--- config.mk ---
export PLATFORM = sky130hd
export DESIGN_NAME = vram_arbiter
export DESIGN_NICKNAME = d
export VERILOG_FILES = /design/src/rtl/vram_arbiter_pkg.sv /design/src/rtl/vram_slot_timer.sv /design/src/rtl/vram_arbiter.sv
export SDC_FILE = /design/constraint.sdc
export NUM_CORES = 1
export LEC_CHECK = 0
export CAP_MARGIN = 20
export CORE_MARGIN = 8
export CORE_UTILIZATION = 46
export CTS_BUF_LIST = sky130_fd_sc_hd__clkbuf_4
export CTS_CLUSTER_DIAMETER = 40
export DETAILED_ROUTE_END_ITERATION = 10
export DONT_BUFFER_PORTS = 1
export GPL_TIMING_DRIVEN = 1
export SLEW_MARGIN = 20
export SYNTH_ARGS = -nofsm -noshare
export SYNTH_HDL_FRONTEND = slang
export SYNTH_SLANG_ARGS = --single-unit
--- constraint.sdc ---
create_clock -name clk -period 2.35 [get_ports clk]
set_clock_uncertainty 0.2 [all_clocks]
set_input_delay 0.235 -clock clk [delete_from_list [all_inputs] [get_ports clk]]
set_output_delay 0.235 -clock clk [all_outputs]
set_load 0.01 [all_outputs]
--- src/rtl/vram_arbiter_pkg.sv ---
// vram_arbiter_pkg -- shared definitions for the video SRAM arbiter.
//   arb_state_t    : arbiter FSM state encoding
//   PH_CHAR        : slot phase at which the character byte address is driven
//   PH_CPU_FIRST   : first slot phase open to the CPU while the display is active
//   vid_byte_addr  : CRTC character address -> SRAM byte address (char/attr)
package vram_arbiter_pkg;

    typedef enum logic [2:0] {
        ST_IDLE      = 3'd0,
        ST_VID_CHAR  = 3'd1,
        ST_VID_ATTR  = 3'd2,
        ST_CPU_PEND  = 3'd3,
        ST_CPU_ISSUE = 3'd4,
        ST_CPU_DONE  = 3'd5
    } arb_state_t;

    localparam logic [3:0] PH_CHAR      = 4'd0;
    localparam logic [3:0] PH_CPU_FIRST = 4'd3;

    // Character bytes sit at even addresses, attribute bytes at the odd one above.
    function automatic logic [14:0] vid_byte_addr(input logic [13:0] mem_addr,
                                                  input logic        is_attr);
        return {mem_addr, is_attr};
    endfunction

endpackage

--- src/rtl/vram_slot_timer.sv ---
// vram_slot_timer -- character-slot phase counter.
//   clk, reset      : clock, synchronous active-high reset
//   divclk          : character clock enable, restarts the slot at phase 0
//   display_enable  : CRTC display enable, sampled on divclk
//   in_window       : the NEXT clk cycle lies inside the CPU access window
// The window is reported one cycle ahead because the arbiter registers its
// SRAM outputs: a decision taken now becomes visible on the pins next cycle.
module vram_slot_timer
    import vram_arbiter_pkg::*;
#(
    parameter int SLOT_CYCLES = 8
) (
    input  logic clk,
    input  logic reset,
    input  logic divclk,
    input  logic display_enable,
    output logic in_window
);

    localparam logic [3:0] PH_LAST = 4'(SLOT_CYCLES - 1);

    logic [3:0] phase_r;
    logic [3:0] phase_nxt_s;
    logic       disp_r;

    // Next phase without divclk (saturating) and window test on that phase.
    always_comb begin
        phase_nxt_s = (phase_r == PH_LAST) ? PH_LAST : (phase_r + 4'd1);
        if (divclk) begin
            in_window = 1'b0;
        end else if (disp_r) begin
            in_window = (phase_nxt_s >= PH_CPU_FIRST) && (phase_nxt_s < PH_LAST);
        end else begin
            in_window = (phase_nxt_s < PH_LAST);
        end
    end

    // Phase counter; resetting to the last phase keeps the SRAM quiet until
    // the first divclk.
    always_ff @(posedge clk) begin
        if (reset) begin
            phase_r <= PH_LAST;
            disp_r  <= 1'b0;
        end else if (divclk) begin
            phase_r <= PH_CHAR;
            disp_r  <= display_enable;
        end else begin
            phase_r <= phase_nxt_s;
        end
    end

endmodule

--- src/rtl/vram_arbiter.sv ---
// vram_arbiter -- time-slot arbiter for the 8-bit video SRAM shared by the
// CRTC character fetch and ISA CPU accesses.
//   clk, reset                     : clock, synchronous active-high reset
//   divclk, crtc_addr, display_enable : CRTC slot start, address, enable
//   cpu_req/we/addr/wdata          : CPU request (held until cpu_ready)
//   cpu_rdata/ready/wait           : CPU read data, completion pulse, ISA wait
//   ram_addr/we/oe/dout, ram_din   : SRAM pins (registered outputs)
//   char_byte, attr_byte, fetch_valid : fetched video bytes and update pulse
// ram_din is sampled on the clk edge that ends the cycle its address is driven.
module vram_arbiter
    import vram_arbiter_pkg::*;
#(
    parameter int SLOT_CYCLES = 8,
    parameter int AW          = 15
) (
    input  logic          clk,
    input  logic          reset,
    input  logic          divclk,
    input  logic [13:0]   crtc_addr,
    input  logic          display_enable,
    input  logic          cpu_req,
    input  logic          cpu_we,
    input  logic [AW-1:0] cpu_addr,
    input  logic [7:0]    cpu_wdata,
    output logic [7:0]    cpu_rdata,
    output logic          cpu_ready,
    output logic          cpu_wait,
    output logic [AW-1:0] ram_addr,
    output logic          ram_we,
    output logic          ram_oe,
    output logic [7:0]    ram_dout,
    input  logic [7:0]    ram_din,
    output logic [7:0]    char_byte,
    output logic [7:0]    attr_byte,
    output logic          fetch_valid
);

    arb_state_t    state_r, next_s;
    logic          in_window_s, win_s, accept_s;
    logic          slot_used_r, done_seen_r;
    logic          lat_we_r;
    logic [AW-1:0] lat_addr_r;
    logic [7:0]    lat_wdata_r;
    logic [13:0]   vid_addr_r;
    logic          eff_we_s;
    logic [AW-1:0] eff_addr_s;
    logic [7:0]    eff_wdata_s;
    logic [AW-1:0] addr_d_s;
    logic          oe_d_s, we_d_s;
    logic [7:0]    dout_d_s;

    vram_slot_timer #(.SLOT_CYCLES(SLOT_CYCLES)) u_timer (
        .clk            (clk),
        .reset          (reset),
        .divclk         (divclk),
        .display_enable (display_enable),
        .in_window      (in_window_s)
    );

    // done_seen blocks re-acceptance until cpu_req has been low for a cycle.
    assign cpu_wait = cpu_req & ~cpu_ready & ~done_seen_r;

    // Acceptance, window qualification and source of the access being issued.
    always_comb begin
        accept_s = cpu_req & ~done_seen_r & ~cpu_ready &
                   ((state_r == ST_IDLE) | (state_r == ST_VID_ATTR));
        win_s    = in_window_s & ~slot_used_r;
        // A request accepted this cycle may issue straight away, before the
        // latch holds it, so take it from the inputs.
        if (accept_s) begin
            eff_we_s    = cpu_we;
            eff_addr_s  = cpu_addr;
            eff_wdata_s = cpu_wdata;
        end else begin
            eff_we_s    = lat_we_r;
            eff_addr_s  = lat_addr_r;
            eff_wdata_s = lat_wdata_r;
        end
    end

    // Next-state logic; divclk overrides everything else.
    always_comb begin
        next_s = state_r;
        if (divclk) begin
            if (display_enable) begin
                next_s = ST_VID_CHAR;
            end else if (accept_s || (state_r == ST_CPU_PEND) || (state_r == ST_CPU_ISSUE)) begin
                next_s = ST_CPU_PEND;
            end else begin
                next_s = ST_IDLE;
            end
        end else begin
            case (state_r)
                ST_IDLE, ST_VID_ATTR: begin
                    if (accept_s) begin
                        next_s = win_s ? ST_CPU_ISSUE : ST_CPU_PEND;
                    end else begin
                        next_s = ST_IDLE;
                    end
                end
                ST_VID_CHAR:  next_s = ST_VID_ATTR;
                ST_CPU_PEND:  next_s = win_s ? ST_CPU_ISSUE : ST_CPU_PEND;
                ST_CPU_ISSUE: next_s = ST_CPU_DONE;
                ST_CPU_DONE:  next_s = ST_IDLE;
                default:      next_s = ST_IDLE;
            endcase
        end
    end

    // SRAM pin values for the state being entered.
    always_comb begin
        addr_d_s = '0;
        oe_d_s   = 1'b0;
        we_d_s   = 1'b0;
        dout_d_s = 8'h00;
        case (next_s)
            ST_VID_CHAR: begin
                addr_d_s = AW'(vid_byte_addr(crtc_addr, 1'b0));
                oe_d_s   = 1'b1;
            end
            ST_VID_ATTR: begin
                addr_d_s = AW'(vid_byte_addr(vid_addr_r, 1'b1));
                oe_d_s   = 1'b1;
            end
            ST_CPU_ISSUE: begin
                addr_d_s = eff_addr_s;
                if (eff_we_s) begin
                    we_d_s   = 1'b1;
                    dout_d_s = eff_wdata_s;
                end else begin
                    oe_d_s   = 1'b1;
                end
            end
            default: begin
                addr_d_s = '0;
            end
        endcase
    end

    // State, registered outputs, request latch and captures.
    always_ff @(posedge clk) begin
        if (reset) begin
            state_r     <= ST_IDLE;
            ram_addr    <= '0;
            ram_oe      <= 1'b0;
            ram_we      <= 1'b0;
            ram_dout    <= 8'h00;
            char_byte   <= 8'h00;
            attr_byte   <= 8'h00;
            fetch_valid <= 1'b0;
            cpu_ready   <= 1'b0;
            cpu_rdata   <= 8'h00;
            lat_we_r    <= 1'b0;
            lat_addr_r  <= '0;
            lat_wdata_r <= 8'h00;
            vid_addr_r  <= 14'h0000;
            slot_used_r <= 1'b0;
            done_seen_r <= 1'b0;
        end else begin
            state_r     <= next_s;
            ram_addr    <= addr_d_s;
            ram_oe      <= oe_d_s;
            ram_we      <= we_d_s;
            ram_dout    <= dout_d_s;
            fetch_valid <= (state_r == ST_VID_ATTR);
            cpu_ready   <= (next_s == ST_CPU_DONE);
            done_seen_r <= cpu_req & (done_seen_r | cpu_ready);
            if (divclk) begin
                vid_addr_r <= crtc_addr;
            end
            if (state_r == ST_VID_CHAR) begin
                char_byte <= ram_din;
            end
            if (state_r == ST_VID_ATTR) begin
                attr_byte <= ram_din;
            end
            if ((state_r == ST_CPU_ISSUE) && (next_s == ST_CPU_DONE) && !lat_we_r) begin
                cpu_rdata <= ram_din;
            end
            if (accept_s && ((next_s == ST_CPU_PEND) || (next_s == ST_CPU_ISSUE))) begin
                lat_we_r    <= cpu_we;
                lat_addr_r  <= cpu_addr;
                lat_wdata_r <= cpu_wdata;
            end
            if (divclk) begin
                slot_used_r <= 1'b0;
            end else if (next_s == ST_CPU_ISSUE) begin
                slot_used_r <= 1'b1;
            end
        end
    end

endmodule

Yosys cells after proc, flatten, opt, wreduce, memory -nomap -nowiden
Index checks and enable logic that the tools add are counted.
W data, S select, Z words.
{ "word_totals": {"regBits": 99, "wordCells": 77, "out_inout_bits": 52} }
{ "op_classes": {"n_eq_ne": 10, "bitwise_logic": 14, "order_cmp": 2, "addsub": 1, "n_reduce_logical": 14, "n_mux": 17} }
{ "op_table": {"columns": ["op", "count"], "rows": [
  ["$pmux W15 S3", 1],
  ["$mux W15", 1],
  ["$eq A3 B2 Y1 const B", 4],
  ["$mux W3", 4],
  ["$pmux W3 S4", 1],
  ["$eq A3 B3 Y1 const B", 3],
  ["$mux W8", 1],
  ["$reduce_or A2 Y1", 4],
  ["$and A1 B1 Y1", 7],
  ["$eq A3 B1 Y1 const B", 2],
  ["$mux W1", 5],
  ["$not A1 Y1", 5],
  ["$add A4 B1 Y4 const B", 1],
  ["$eq A4 B3 Y1 const B", 1],
  ["$ge A4 B2 Y1 const B", 1],
  ["$logic_and A1 B1 Y1", 4],
  ["$lt A4 B3 Y1 const B", 1],
  ["$mux W2", 2],
  ["$mux W4", 1],
  ["$logic_not A3 Y1", 1],
  ["$logic_or A1 B1 Y1", 3],
  ["$reduce_or A3 Y1", 1],
  ["$or A1 B1 Y1", 2],
  ["$pmux W1 S2", 1],
  ["$logic_not A1 Y1", 1]
]} }

Depth between registers and ports, before layout
{ "logic_depth": {"depth_word": 14, "depth_mapped": 8} }

Cells and area by module
Synthesis repeated with hierarchy kept, for this count alone.
{ "unflattened": {"cells_unflattened": 442, "hier_area_um2": 3997.6} }
{ "by_module_without_submodules": {"columns": ["mod", "area_per_inst_um2", "cells_each", "n_inst"], "rows": [
  ["vram_arbiter", 3761.1, 418, 1],
  ["vram_slot_timer", 236.5, 24, 1]
]} }

Least setup slack after synthesis
Ideal clock, no wire load.
{ "synth_path": {"path_kind": "reg-to-reg", "from": "register u_timer.phase_r[0]", "to": "register ram_addr[10]", "t_required_ns": 2.092, "stages_incl_launch_ff": 9, "t_arrival_ns": 1.866, "path_slack_ns": 0.226, "n_path_buf": 2, "path_cell_list": "dfxtp_1 ha_1 and4bb_1 a311oi_2 nand4_1 buf_6 a31oi_4 buf_6 o21a_1"} }
{ "synth_between": {"elab_chain_cells": 13} }
{ "synth_lines": {"columns": ["element", "line_no", "source"], "rows": [
  ["from (decl)", "vram_slot_timer.sv:22", "logic [3:0] phase_r;"],
  ["from (signal assigned)", "vram_slot_timer.sv:48", "phase_r <= phase_nxt_s;"],
  ["$add A4 B1 Y4 or $eq A4 B3 Y1 (tied branches)", "vram_slot_timer.sv:28", "phase_nxt_s = (phase_r == PH_LAST) ? PH_LAST : (phase_r + 4'd1);"],
  ["$mux W4 (*)", "vram_slot_timer.sv:28", null],
  ["$ge A4 B2 Y1 or $lt A4 B3 Y1 (tied branches)", "vram_slot_timer.sv:32, vram_slot_timer.sv:34", null],
  ["$logic_and A1 B1 Y1", "vram_slot_timer.sv:32", "in_window = (phase_nxt_s >= PH_CPU_FIRST) && (phase_nxt_s < PH_LAST);"],
  ["$mux W1 (*)", "vram_slot_timer.sv:31", "end else if (disp_r) begin"],
  ["$mux W1 (*)", "vram_slot_timer.sv:29", "if (divclk) begin"],
  ["$and A1 B1 Y1 (*)", "vram_arbiter.sv:67", "win_s = in_window_s & ~slot_used_r;"],
  ["$mux W3 (*)", "vram_arbiter.sv:96, vram_arbiter.sv:102", null],
  ["$mux W3", "vram_arbiter.sv:95", "if (accept_s) begin"],
  ["$pmux W3 S4 (*)", "vram_arbiter.sv:93", "case (state_r)"],
  ["$mux W3 (*)", "vram_arbiter.sv:84", "if (divclk) begin"],
  ["$eq A3 B3 Y1, or another cell as far along", "vram_arbiter.sv:116", "case (next_s)"],
  ["$pmux W15 S3 (*)", "vram_arbiter.sv:116", null],
  ["to (signal assigned)", "vram_arbiter.sv:161", "ram_addr <= addr_d_s;"],
  ["to (decl)", "vram_arbiter.sv:28", "output logic [AW-1:0] ram_addr,"]
]} }
Every way passes the cells marked *; elsewhere a longest branch is shown, timed or not.
A chain may end at the register's enable or synchronous reset.

Worst setup path in the final report
{ "layout_path": {"from": "register u_timer.phase_r[0]", "to": "register ram_addr[6]"} }
The elaborated chain is that of the path after synthesis.

==> flow_summary.ini <==
[timing]
finalHoldViolations = 0
fin_crit_sh_pct = 94.8
clock.fmax_ghz = 0.449
tightest_slew_ns = 0.641
slew_viol_final = 0
setup_viol = 0
fin_crit_ns = 2.23
setup_tns_ns = 0
fin_ws_ns = 0.122
slew_headroom_pct = 57.3
rsz0062_at_grt = no

[grt]
grt_util_all_layers_pct = 17.1
antenna_found_initial = 0
gr-total-overflow = 0
gr-usage-met2_pct = 25.9
grt_util_met3_pct = 4.22
grt_pass1_vias = 3065
grt_pass1_wl_um = 15900
grt_busiest_layer = met2
met1_usage_pct = 22.9
grt_max_degree = 79

[route]
wl_um = 9860
vias = 3096
antenna_left = 0
wl_per_cell_um = 16.3
drc = 0
first_pass_iters = 4
vias_per_cell = 5.13
drtIter0Drc = 102

[die]
dieArea_mm2 = 0.0117
fp-row-count = 33
die-width_um = 108
core-area_mm2 = 0.00822
die_y_um = 108
ios = 103
initial_core_util_pct = 47.4

[clock_network]
cts_buffer_depth = 2
cts_buffers = 9
htreeDepth = 3
worstSkewPairLatency_ns = 0.43
cts_tree = done
root_buffer = clkbuf_4
clkTransAtPathRegs_ns = 0.16
clkSinkCount = 99

[cells_and_area]
final_net_count = 546
drive_above_1_share_pct = 9.82
final_cell_area_mm2 = 0.00481
final_common_cell = nand2_1
mostFrequentLayoutCells = nand2_1 (113), dfxtp_1 (99), dlygate4sd3_1 (53)
n_antenna_cell = 0
area_delta_synth_final_pct = 23.6
final_cells = 604
postLayoutCoreUtil_pct = 58.6

[min_path]
hp-class = input port to flip-flop

[synth]
synth-edff-count = 0
synthArstFlopShare_pct = 0
syn_area_mm2 = 0.00389
synth_simple_gate_area_share_pct = 19.9
ys_seq_area_share_pct = 50.9
synthAdderAreaFrac_pct = 0.321
yosys-top-cells-area = dfxtp_1 (51%), nand2_1 (11%), mux2i_1 (8.2%)
synth_nets = 497
synth_xor_area_share_pct = 0.225
synth_compound_area_share_pct = 16.8
netlist.area_leader.share_pct = 50.9
syn_avg_cell_area_um2 = 8.75
dominantRegCellSynth = dfxtp_1
synth_cells = 445
yosysWarnings = 0
synth_seq_cells = 99
synth.area.mux_share_pct = 8.23
synth_top_area_cell = dfxtp_1
synth_top_family_by_area = simple AND/OR/NAND/NOR gates
synthDistinctLibCells = 40

[pwr]
p_sw_share_pct = 27.2
ir_worst_vdd_mv = 0.337
p_int_w = 0.00257
p_switching_w = 0.000961
p_comb_share_pct = 15.6
p_leak_nw = 1.81
power_density_mw_per_mm2 = 734
seq_power_share_pct = 52.4
clock_power_share_pct = 32.1

[worst_setup_path]
crit_required_ns = 2.53
cp_max_fo = 14
end_kind = flip-flop
cp.arrival_ns = 2.41
path_class = flip-flop to flip-flop
start_kind = flip-flop

[outcome]
run_status = complete, no violations

[placed_design]
dp_slack_ns = -0.0513
dp_hpwl_um = 6550
gp_routability_congestion = 0.755
port_buffers = 0
post_dp_cell_area_mm2 = 0.00398
dp.cells = 529

[job]
cap_violations = 0
[synthesized netlist by cell type, types with 2 or more instances]
cell / count
nand2_1: 113
dfxtp_1: 99
a21oi_1: 51
nor2_1: 40
mux2i_1: 32
clkbuf_1: 26
a22o_1: 14
o21a_1: 14
a21oi_2: 8
nand2b_1: 4
nand3_1: 4
and2_1: 3
nor2b_1: 3
nor3_1: 3
a21o_1: 2
a31oi_1: 2
buf_6: 2
o21bai_1: 2
or2_2: 2
[flip-flops by register name, indices dropped and copies added (netlist names)]
name	count
attr_byte	8
char_byte	8
cpu_rdata	8
cpu_ready	1
done_seen_r	1
fetch_valid	1
lat_addr_r	15
lat_wdata_r	8
lat_we_r	1
ram_addr	15
ram_dout	8
ram_oe	1
ram_we	1
slot_used_r	1
state_r	3
u_timer.disp_r	1
u_timer.phase_r	4
vid_addr_r	14
[logic make-up (layout without fill, tap and decap cells)]
logic type,after synthesis,after routing
simple gates,182,182
flops,99,99
compound gates,98,98
mux,32,32
buf+inv,32,86
fa+ha+maj,1,1
xor+xnor,1,1
[power by group through the flow]
stage          clock network, W  logic, W  registers (W)
4_1_cts                 0.00116  0.000540        0.00185
6_report                0.00113  0.000551        0.00185
3_5_place_dp                  0  0.000402        0.00189
3_3_place_gp                  0  0.000393        0.00188
2_1_floorplan                 0  0.000341        0.00187
5_1_grt                 0.00123  0.000612        0.00186
[area by class of cell]
type                    instances  area (um^2)
fillers                       746         3410
repair buffers                 68          717
inverters                       2         7.51
flip-flops and latches         99         1980
clock buffers                   9         67.6
multi-input cells             314         1780
clock inverters                 7          124
well taps                     105          131
[path summary, 6_finish.rpt]
path / slack [ns] / endpoint / start / depth (start not counted)
setup / recovery: 0.12 / ram_addr[6] / u_timer.phase_r[0] / 8
setup reg to reg: 0.12 / ram_addr[6] / u_timer.phase_r[0] / 8
hold / removal: 0.05 / ram_oe / cpu_req / 4
hold reg to reg: 0.27 / lat_wdata_r[6] / lat_wdata_r[6] / 2
[critical path, cell delays in order (launching register included)]
cell      delay (ns)
dfxtp_1         0.38
ha_2            0.30
and4bb_2        0.22
nor3_1          0.23
nand4_1         0.18
buf_6           0.19
buf_12          0.14
a21oi_1         0.20
o21a_1          0.14
[what timing repair did]
action | 4_1_cts | 5_1_grt
pin swaps | 1 | 3
endpoints found under the hold margin | 99 | 0
hold buffers | 55 | 0
endpoints found under the setup margin | 22 | 22
gates resized for setup | 1 | 2
setup buffers | 2 | 2
[stage by stage]
stage	power, W	hold WS, ns
after floorplan	0.00221	0.171
after global placement	0.00228	0.116
after detailed placement	0.00229	0.118
after CTS	0.00355	0.0263
after global routing	0.00370	0.0722
final	0.00353	0.0484
[routing by layer]
metal / vias up / routed length [um] / share of wire (%)
met5: - / 0 / 0
met4: 0 / 143 / 1.5
met3: 9 / 588 / 6.0
met2: 68 / 4480 / 45
met1: 1439 / 4650 / 47
li1: 1580 / - / -
No activity file was read; power rests on OpenSTA's default activity.
